## src/rtl/scr1_sha256_core_if.sv

```systemverilog
// Handshake and data bundle between the accelerator register file and the
// SHA-256 compression engine.
interface scr1_sha256_core_if;
  logic         start;
  logic [255:0] state_in;
  logic [511:0] block_in;
  logic         busy;
  logic         done;
  logic [255:0] digest_out;

  modport master (
    output start,
    output state_in,
    output block_in,
    input  busy,
    input  done,
    input  digest_out
  );

  modport slave (
    input  start,
    input  state_in,
    input  block_in,
    output busy,
    output done,
    output digest_out
  );
endinterface

```

## src/rtl/scr1_sha256_core.sv

```systemverilog
// SHA-256 compression engine: one round per cycle, one 512-bit block per start,
// 65 cycles from accepted start to the done pulse.
module scr1_sha256_core #(
  parameter bit ADD_FINAL = 1'b1
) (
  input  logic                clk,
  input  logic                rst_n,
  scr1_sha256_core_if.slave   bus
);

  typedef enum logic [1:0] {
    IDLE  = 2'd0,
    RUN   = 2'd1,
    FINAL = 2'd2
  } state_t;

  // Round constants packed with K[0] in the top word.
  localparam logic [2047:0] K_ROM = {
    32'h428a2f98, 32'h71374491, 32'hb5c0fbcf, 32'he9b5dba5, 32'h3956c25b, 32'h59f111f1, 32'h923f82a4, 32'hab1c5ed5,
    32'hd807aa98, 32'h12835b01, 32'h243185be, 32'h550c7dc3, 32'h72be5d74, 32'h80deb1fe, 32'h9bdc06a7, 32'hc19bf174,
    32'he49b69c1, 32'hefbe4786, 32'h0fc19dc6, 32'h240ca1cc, 32'h2de92c6f, 32'h4a7484aa, 32'h5cb0a9dc, 32'h76f988da,
    32'h983e5152, 32'ha831c66d, 32'hb00327c8, 32'hbf597fc7, 32'hc6e00bf3, 32'hd5a79147, 32'h06ca6351, 32'h14292967,
    32'h27b70a85, 32'h2e1b2138, 32'h4d2c6dfc, 32'h53380d13, 32'h650a7354, 32'h766a0abb, 32'h81c2c92e, 32'h92722c85,
    32'ha2bfe8a1, 32'ha81a664b, 32'hc24b8b70, 32'hc76c51a3, 32'hd192e819, 32'hd6990624, 32'hf40e3585, 32'h106aa070,
    32'h19a4c116, 32'h1e376c08, 32'h2748774c, 32'h34b0bcb5, 32'h391c0cb3, 32'h4ed8aa4a, 32'h5b9cca4f, 32'h682e6ff3,
    32'h748f82ee, 32'h78a5636f, 32'h84c87814, 32'h8cc70208, 32'h90befffa, 32'ha4506ceb, 32'hbef9a3f7, 32'hc67178f2
  };

  function automatic logic [31:0] k_at(input logic [5:0] idx);
    return K_ROM[{~idx, 5'd0} +: 32];
  endfunction

  function automatic logic [31:0] bsig0(input logic [31:0] x);
    return {x[1:0], x[31:2]} ^ {x[12:0], x[31:13]} ^ {x[21:0], x[31:22]};
  endfunction

  function automatic logic [31:0] bsig1(input logic [31:0] x);
    return {x[5:0], x[31:6]} ^ {x[10:0], x[31:11]} ^ {x[24:0], x[31:25]};
  endfunction

  function automatic logic [31:0] ssig0(input logic [31:0] x);
    return {x[6:0], x[31:7]} ^ {x[17:0], x[31:18]} ^ {3'b000, x[31:3]};
  endfunction

  function automatic logic [31:0] ssig1(input logic [31:0] x);
    return {x[16:0], x[31:17]} ^ {x[18:0], x[31:19]} ^ {10'b0000000000, x[31:10]};
  endfunction

  function automatic logic [31:0] ch(input logic [31:0] e, input logic [31:0] f, input logic [31:0] g);
    return (e & f) ^ (~e & g);
  endfunction

  function automatic logic [31:0] maj(input logic [31:0] a, input logic [31:0] b, input logic [31:0] c);
    return (a & b) ^ (a & c) ^ (b & c);
  endfunction

  state_t         state_r;
  state_t         state_next_s;
  logic [5:0]     rnd_r;
  logic [31:0]    a_r, b_r, c_r, d_r, e_r, f_r, g_r, h_r;
  logic [255:0]   hh_r;
  logic [511:0]   w_r;
  logic           busy_r;
  logic           done_r;
  logic [255:0]   digest_r;

  logic [31:0]    t1_s;
  logic [31:0]    t2_s;
  logic [31:0]    w_new_s;
  logic [255:0]   digest_next_s;

  assign bus.busy       = busy_r;
  assign bus.done       = done_r;
  assign bus.digest_out = digest_r;

  always_comb begin
    state_next_s = state_r;
    case (state_r)
      IDLE: begin
        if (bus.start) begin
          state_next_s = RUN;
        end else begin
          state_next_s = IDLE;
        end
      end
      RUN: begin
        if (rnd_r == 6'd63) begin
          state_next_s = FINAL;
        end else begin
          state_next_s = RUN;
        end
      end
      FINAL:   state_next_s = IDLE;
      default: state_next_s = IDLE;
    endcase
  end

  // Window word 0 is W[t]; positions 1, 9 and 14 feed the schedule recurrence.
  always_comb begin
    t1_s    = h_r + bsig1(e_r) + ch(e_r, f_r, g_r) + k_at(rnd_r) + w_r[511:480];
    t2_s    = bsig0(a_r) + maj(a_r, b_r, c_r);
    w_new_s = ssig1(w_r[63:32]) + w_r[223:192] + ssig0(w_r[479:448]) + w_r[511:480];
  end

  always_comb begin
    digest_next_s = 256'd0;
    if (ADD_FINAL) begin
      digest_next_s = {hh_r[255:224] + a_r, hh_r[223:192] + b_r, hh_r[191:160] + c_r, hh_r[159:128] + d_r,
                       hh_r[127:96]  + e_r, hh_r[95:64]    + f_r, hh_r[63:32]    + g_r, hh_r[31:0]     + h_r};
    end else begin
      digest_next_s = {a_r, b_r, c_r, d_r, e_r, f_r, g_r, h_r};
    end
  end

  always_ff @(posedge clk or negedge rst_n) begin
    if (!rst_n) begin
      state_r  <= IDLE;
      rnd_r    <= 6'd0;
      a_r      <= 32'd0;
      b_r      <= 32'd0;
      c_r      <= 32'd0;
      d_r      <= 32'd0;
      e_r      <= 32'd0;
      f_r      <= 32'd0;
      g_r      <= 32'd0;
      h_r      <= 32'd0;
      hh_r     <= 256'd0;
      w_r      <= 512'd0;
      busy_r   <= 1'b0;
      done_r   <= 1'b0;
      digest_r <= 256'd0;
    end else begin
      state_r <= state_next_s;
      busy_r  <= (state_next_s != IDLE);
      done_r  <= (state_r == FINAL);
      case (state_r)
        IDLE: begin
          if (bus.start) begin
            hh_r  <= bus.state_in;
            a_r   <= bus.state_in[255:224];
            b_r   <= bus.state_in[223:192];
            c_r   <= bus.state_in[191:160];
            d_r   <= bus.state_in[159:128];
            e_r   <= bus.state_in[127:96];
            f_r   <= bus.state_in[95:64];
            g_r   <= bus.state_in[63:32];
            h_r   <= bus.state_in[31:0];
            w_r   <= bus.block_in;
            rnd_r <= 6'd0;
          end
        end
        RUN: begin
          h_r   <= g_r;
          g_r   <= f_r;
          f_r   <= e_r;
          e_r   <= d_r + t1_s;
          d_r   <= c_r;
          c_r   <= b_r;
          b_r   <= a_r;
          a_r   <= t1_s + t2_s;
          w_r   <= {w_r[479:0], w_new_s};
          rnd_r <= rnd_r + 6'd1;
        end
        FINAL: begin
          digest_r <= digest_next_s;
        end
        default: begin
          rnd_r <= 6'd0;
        end
      endcase
    end
  end

endmodule

```

## src/flat_wrapper.sv

```systemverilog
// flat-port wrapper written by rule: the top's interface ports become plain ports
module scr1_sha256_core_flat 
#(
  parameter bit ADD_FINAL = 1'b1
)
  (clk, rst_n, bus_start, bus_state_in, bus_block_in, bus_busy, bus_done, bus_digest_out);
  scr1_sha256_core_if bus_i ();
  input  logic clk;
  input  logic rst_n;
  input wire logic [$bits(bus_i.start)-1:0] bus_start;
  input wire logic [$bits(bus_i.state_in)-1:0] bus_state_in;
  input wire logic [$bits(bus_i.block_in)-1:0] bus_block_in;
  output wire logic [$bits(bus_i.busy)-1:0] bus_busy;
  output wire logic [$bits(bus_i.done)-1:0] bus_done;
  output wire logic [$bits(bus_i.digest_out)-1:0] bus_digest_out;
  assign bus_i.start = bus_start;
  assign bus_i.state_in = bus_state_in;
  assign bus_i.block_in = bus_block_in;
  assign bus_busy = bus_i.busy;
  assign bus_done = bus_i.done;
  assign bus_digest_out = bus_i.digest_out;
  scr1_sha256_core #(.ADD_FINAL(ADD_FINAL)) u_core (.clk(clk), .rst_n(rst_n), .bus(bus_i));
endmodule
```

## config.mk

```make
export PLATFORM = sky130hd
export DESIGN_NAME = scr1_sha256_core_flat
export DESIGN_NICKNAME = d
export VERILOG_FILES = /design/src/rtl/scr1_sha256_core_if.sv /design/src/rtl/scr1_sha256_core.sv /design/src/flat_wrapper.sv
export SDC_FILE = /design/constraint.sdc
export NUM_CORES = 2
export LEC_CHECK = 0
export CAP_MARGIN = 20
export CORE_ASPECT_RATIO = 0.8
export CORE_MARGIN = 4
export CORE_UTILIZATION = 55
export CTS_BUF_LIST = sky130_fd_sc_hd__clkbuf_8
export DETAILED_ROUTE_END_ITERATION = 12
export PLACE_DENSITY = 0.79
export SLEW_MARGIN = 20
export SYNTH_ARGS = -nofsm -noshare
export SYNTH_HDL_FRONTEND = slang
export SYNTH_SLANG_ARGS = --single-unit
```

## constraint.sdc

```tcl
create_clock -name clk -period 12.1 [get_ports clk]
set_input_delay 1.815 -clock clk [delete_from_list [all_inputs] [get_ports clk]]
set_output_delay 1.815 -clock clk [all_outputs]
set_load 0.02 [all_outputs]
```

## Word level (Yosys, flattened, before mapping)

Cells that the tools add are included.

| cells by class | value |
|---|---|
| $add $sub $neg | 19 |
| eq/ne operators | 4 |
| shift operators | 1 |
| muxes and demuxes | 23 |
| bitwise gates (word level) | 19 |
| reductions and logical operators | 6 |

Operator list:

| kind | number |
|---|---|
| $shiftx A2048 B12 Y32 const A | 1 |
| $pmux W512 S2 | 1 |
| $add A32 B32 Y32 | 18 |
| $mux W512 | 1 |
| $pmux W32 S2 | 8 |
| $xor A32 B32 Y32 | 9 |
| $mux W32 | 8 |
| $and A32 B32 Y32 | 5 |
| $not A32 Y32 | 1 |
| $xor A32 B22 Y32 | 1 |
| $xor A32 B29 Y32 | 1 |
| $pmux W6 S3 | 1 |
| $add A6 B1 Y6 const B | 1 |
| $eq A6 B6 Y1 const B | 1 |
| $mux W6 | 1 |
| $not A6 Y6 | 1 |
| $reduce_and A2 Y1 | 3 |
| $pmux W2 S2 | 1 |
| $reduce_bool A2 Y1 | 2 |
| $eq A2 B1 Y1 const B | 1 |
| $eq A2 B2 Y1 const B | 1 |
| $logic_not A2 Y1 | 1 |
| $mux W2 | 1 |
| $ne A2 B2 Y1 const B | 1 |
| 2 further kinds | 2 |

| storage, ports and cells | value |
|---|---|
| register bits after elaboration | 1,290 |
| input port bits | 771 |
| output and inout bits | 258 |
| logic and storage cells | 87 |

## Logic depth before layout (Yosys ltp)

| logic depth | value |
|---|---|
| depth after elaboration | 8 |
| mapped depth | 41 |

## Worst setup path before layout

Ideal clock, no wire load.

| timing | value |
|---|---|
| kind | register to register |
| start | register u_core.rnd_r[1] |
| end | register u_core.a_r[31] |
| arrival time | 8,297 ps |
| data required time | 12,020 ps |
| setup slack | 3,723 ps |
| stages on the path, launching flop included | 37 |
| buffers on the path | 3 |
| period minus slack after synthesis | 8,377 ps |
| cells stage by stage | dfrtp_1 > clkbuf_1 > inv_1 > ha_1 > clkbuf_1 > nor2_1 > clkbuf_1 > nor3_1 > nor2_1 > mux4_2 > fa_1 > fa_1 > inv_1 > fa_1 > inv_1 > ha_1 > o21a_1 > o21ai_0 > o31ai_1 > a41o_1 > o41a_1 > a311oi_2 > o21bai_1 > a21oi_2 > xnor2_1 > fa_1 > ha_1 > a21oi_1 > nor2b_1 > nor2_1 > o21ai_0 > a21o_1 > a2111oi_4 > o31ai_1 > a21oi_1 > xnor3_1 > o211ai_2 |

| on the way | value |
|---|---|
| longest elaborated chain between the ends | 6 |

RTL lines:

| element | line | source |
|---|---|---|
| start: declaration | scr1_sha256_core.sv:59 | `logic [5:0] rnd_r;` |
| start signal: assignment | scr1_sha256_core.sv:162 | `rnd_r <= rnd_r + 6'd1;` |
| $not A6 Y6 | scr1_sha256_core.sv:30 | `return K_ROM[{~idx, 5'd0} +: 32];` |
| $shiftx A2048 B12 Y32 | scr1_sha256_core.sv:30 |  |
| $add A32 B32 Y32 (2 in series) | scr1_sha256_core.sv:100 | `t1_s = h_r + bsig1(e_r) + ch(e_r, f_r, g_r) + k_at(rnd_r) + w_r[511:480];` |
| $add A32 B32 Y32 | scr1_sha256_core.sv:160 | `a_r <= t1_s + t2_s;` |
| $pmux W32 S2 | scr1_sha256_core.sv:136 | `case (state_r)` |
| end signal: assignment | scr1_sha256_core.sv:140 | `a_r <= bus.state_in[255:224];` |
| end signal: assignment | scr1_sha256_core.sv:160 |  |
| end: declaration | scr1_sha256_core.sv:60 | `logic [31:0] a_r, b_r, c_r, d_r, e_r, f_r, g_r, h_r;` |

No other way between the ends.
A chain may end at the register's enable or synchronous reset.

## Worst setup path after layout

Ends and elaborated chain as after synthesis.

==> out/qor.yml <==
final_layout:
  num-nets-final: 11700
  layout.cells.most_common: "sky130_fd_sc_hd__nand2_1"
  drive_above_1_share: 0.0450
  final_core_util: 0.663
  syn2layout_area_growth_pct: 19.7
  layout_common_cells: "sky130_fd_sc_hd__nand2_1 (2647), sky130_fd_sc_hd__dfrtp_1 (1285), sky130_fd_sc_hd__clkdlybuf4s50_1 (1027)"
  design_area_sq_mm: 0.0964
logic_synthesis:
  synth.ff_latch_count: 1290
  syn_area_per_cell_sq_um: 8.29
  synth_fp_nets: 11100
  ys_seq_area_frac: 0.401
  synth_top_area_cell: "sky130_fd_sc_hd__dfrtp_1"
  synthDominantCellAreaShare: 0.401
  synth_cell_type_count: 97
  synth_enable_flop_cells: 0
  mappedNetlistArea_sq_mm: 0.0805
  netlist_top_cells_area: "sky130_fd_sc_hd__dfrtp_1 (40%), sky130_fd_sc_hd__nand2_1 (12%), sky130_fd_sc_hd__ha_1 (6.1%), sky130_fd_sc_hd__a31oi_1 (5.8%), sky130_fd_sc_hd__fa_1 (4.8%)"
  yosys_warning_total: 0
  synth_top_flop_cell: "sky130_fd_sc_hd__dfrtp_1"
  synth-async-reset-ratio: 1.00
  syn_inst: 9710
setup_path:
  timing.setup.critical_path_class: "flip-flop to flip-flop"
  reg2reg_depth: 35
  critical-path-top-delay-family: "adder cells"
  critical_path_depth: 35
  setup.worst_path.start_class: "flip-flop"
  maximum_single_stage_delay_on_the_critical_path_ns: 0.61
  slowest_stage: "sky130_fd_sc_hd__ha_1"
  timing.critical_path.to_type: "flip-flop"
  cp_data_required_time_ns: 12.99
  critical_path.most_common_cell: "sky130_fd_sc_hd__fa_1"
  worstPathMaxFanout: 14
  buf_inv_on_cp: 5
  arrival_ns: 10.79
die:
  floorplan.core_area_sq_mm: 0.145
  row_count: 125
  die_height_um: 350
  start_util: 0.554
  io_pins: 1029
  die_width_um: 436
  die-area_sq_mm: 0.153
clock_network:
  tritoncts: "built"
  postCtsResizedCells: 0
  h-tree-depth: 4
  postCtsHoldBufs: 0
  clock_latency_ns: 1.03
  cts_root_buffer: "sky130_fd_sc_hd__clkbuf_8"
  postCtsSetupRepairBufs: 0
  clkSlewWorstSetupHoldPaths_ns: 0.07
  clock_sinks: 1290
  clock_path_buffers: 3
  cts_buffers: 204
detailed_routing:
  route.detailed.drc: 0
  wl_um: 348000
  route.antenna.remaining_nets: 0
  detail_route.vias_per_cell: 6.29
  first_iter_violations: 11000
  post_drt_wl_per_cell_um: 27.8
  via_count_of_the_routed_design: 78900
  router_iterations_before_antenna_repair: 8
global_route:
  gr-usage-all-layers: 0.440
  grt_first_pass_wirelength_um: 496000
  grt_start_max_net_pins: 259
  overflow: 0
  first_global_vias: 73600
  antenna_found_initial: 93
timing:
  skew_ns: 0.0863
  hold-worst-slack_ns: 0.470
  final.min_clock_period_ns: 9.90
  rsz_0062_raised_after_global_routing: "false"
  worst_pin_slew_ns: 1.31
  max_freq_mhz: 101
  max-slew-margin-rel: 0.129
  fin_crit_sh: 0.818
  timing.final.max_slew_violations: 0
  finalHoldViolCount: 0
  setup-violations-final: 0
  setup-tns-final_ns: 0
placement:
  place_area_sq_mm: 0.0916
  hpwlAfterDp_um: 267000
  gp_congestion: 1.03
  placement.io_buffers: 1028
min_path:
  whs_path_depth: 2
  holdCritPathClass: "flip-flop to flip-flop"
run:
  max_cap_violations: 0
status:
  outcome: "finished, final reports clean"
sequential cells by signal, indices dropped and copies added (netlist names):
| signal | count |
|---|---|
| u_core.d_r | 32 |
| u_core.h_r | 32 |
| u_core.bus.digest_out | 256 |
| u_core.g_r | 32 |
| u_core.a_r | 32 |
| u_core.f_r | 32 |
| u_core.w_r | 512 |
| u_core.c_r | 32 |
| u_core.rnd_r | 6 |
| u_core.bus.busy | 1 |
| u_core.b_r | 32 |
| u_core.state_r | 2 |
| u_core.e_r | 32 |
| u_core.bus.done | 1 |
| u_core.hh_r | 256 |
cells in the mapped netlist (all sizes together) (49+ instances only):
master / number
nand2: 2647
dfrtp: 1290
nor2: 902
a31oi: 743
clkbuf: 600
o21ai: 468
a21oi: 406
ha: 390
xnor2: 387
inv: 306
fa: 195
xor2: 184
a21o: 176
nand3: 87
nor3: 83
a211oi: 61
nand2b: 58
o21a: 52
o31ai: 51
nor2b: 50
o21bai: 49
final cells by class:
cell class	instances	area (sq um)
repair buffers	1112	11100
multi-input cells	7472	44700
well taps	1905	2380
flip-flops and latches	1290	32300
diodes	87	218
clock buffers	271	3730
inverters	309	1160
clock inverters	103	748
fillers	11900	48900
metrics by stage:
stage / setup slack [ns] / cells
global route: 1.99 / 12500
global placement: 2.60 / 12100
detailed placement: 2.55 / 12100
CTS: 2.55 / 12500
finish: 2.20 / 12500
floorplan: 3.72 / 9710
per-layer routing:
metal  up-vias  GRT usage  routed length (um)
li1      34300          -                   -
met1     38200      0.587              134000
met2      5188      0.635              147000
met3      1111      0.130               42200
met4        22      0.268               24500
met5         -          0                 142
worst paths after layout:
kind / start / to / slack [ns]
min in group asynchronous: rst_n / u_core.bus.digest_out[135] / 0.69
max in group asynchronous: rst_n / u_core.w_r[299] / 8.75
max: u_core.rnd_r[1] / u_core.a_r[31] / 2.20
min reg2reg: u_core.bus.digest_out[142] / u_core.bus.digest_out[142] / 0.47
max reg2reg: u_core.rnd_r[1] / u_core.a_r[31] / 2.20
min: u_core.bus.digest_out[142] / u_core.bus.digest_out[142] / 0.47
logic make-up (layout without fill, tap and decap cells):
| kind of cell | Yosys count | count (layout) | share of synthesized area |
|---|---|---|---|
| simple gates | 3976 | 3976 | 0.197 |
| mux | 46 | 46 | 0.00621 |
| other cells | 0 | 87 | 0 |
| fa+ha+maj | 612 | 612 | 0.112 |
| compound gates | 2265 | 2265 | 0.177 |
| buf+inv | 948 | 1795 | 0.0442 |
| flops | 1290 | 1290 | 0.401 |
| xor+xnor | 573 | 573 | 0.0627 |
worst register-to-register path, delay by kind of cell (launching register included):
family | cells | cell delay (ns)
fa+ha+maj | 8 | 3.63
compound gates | 14 | 2.50
flops | 1 | 0.39
simple gates | 6 | 1.46
buf+inv | 5 | 1.02
xor+xnor | 2 | 0.80
Power is left out: the tool's default activity adds up to more than one toggle a clock period on the data nets, which glitch-free logic cannot reach.
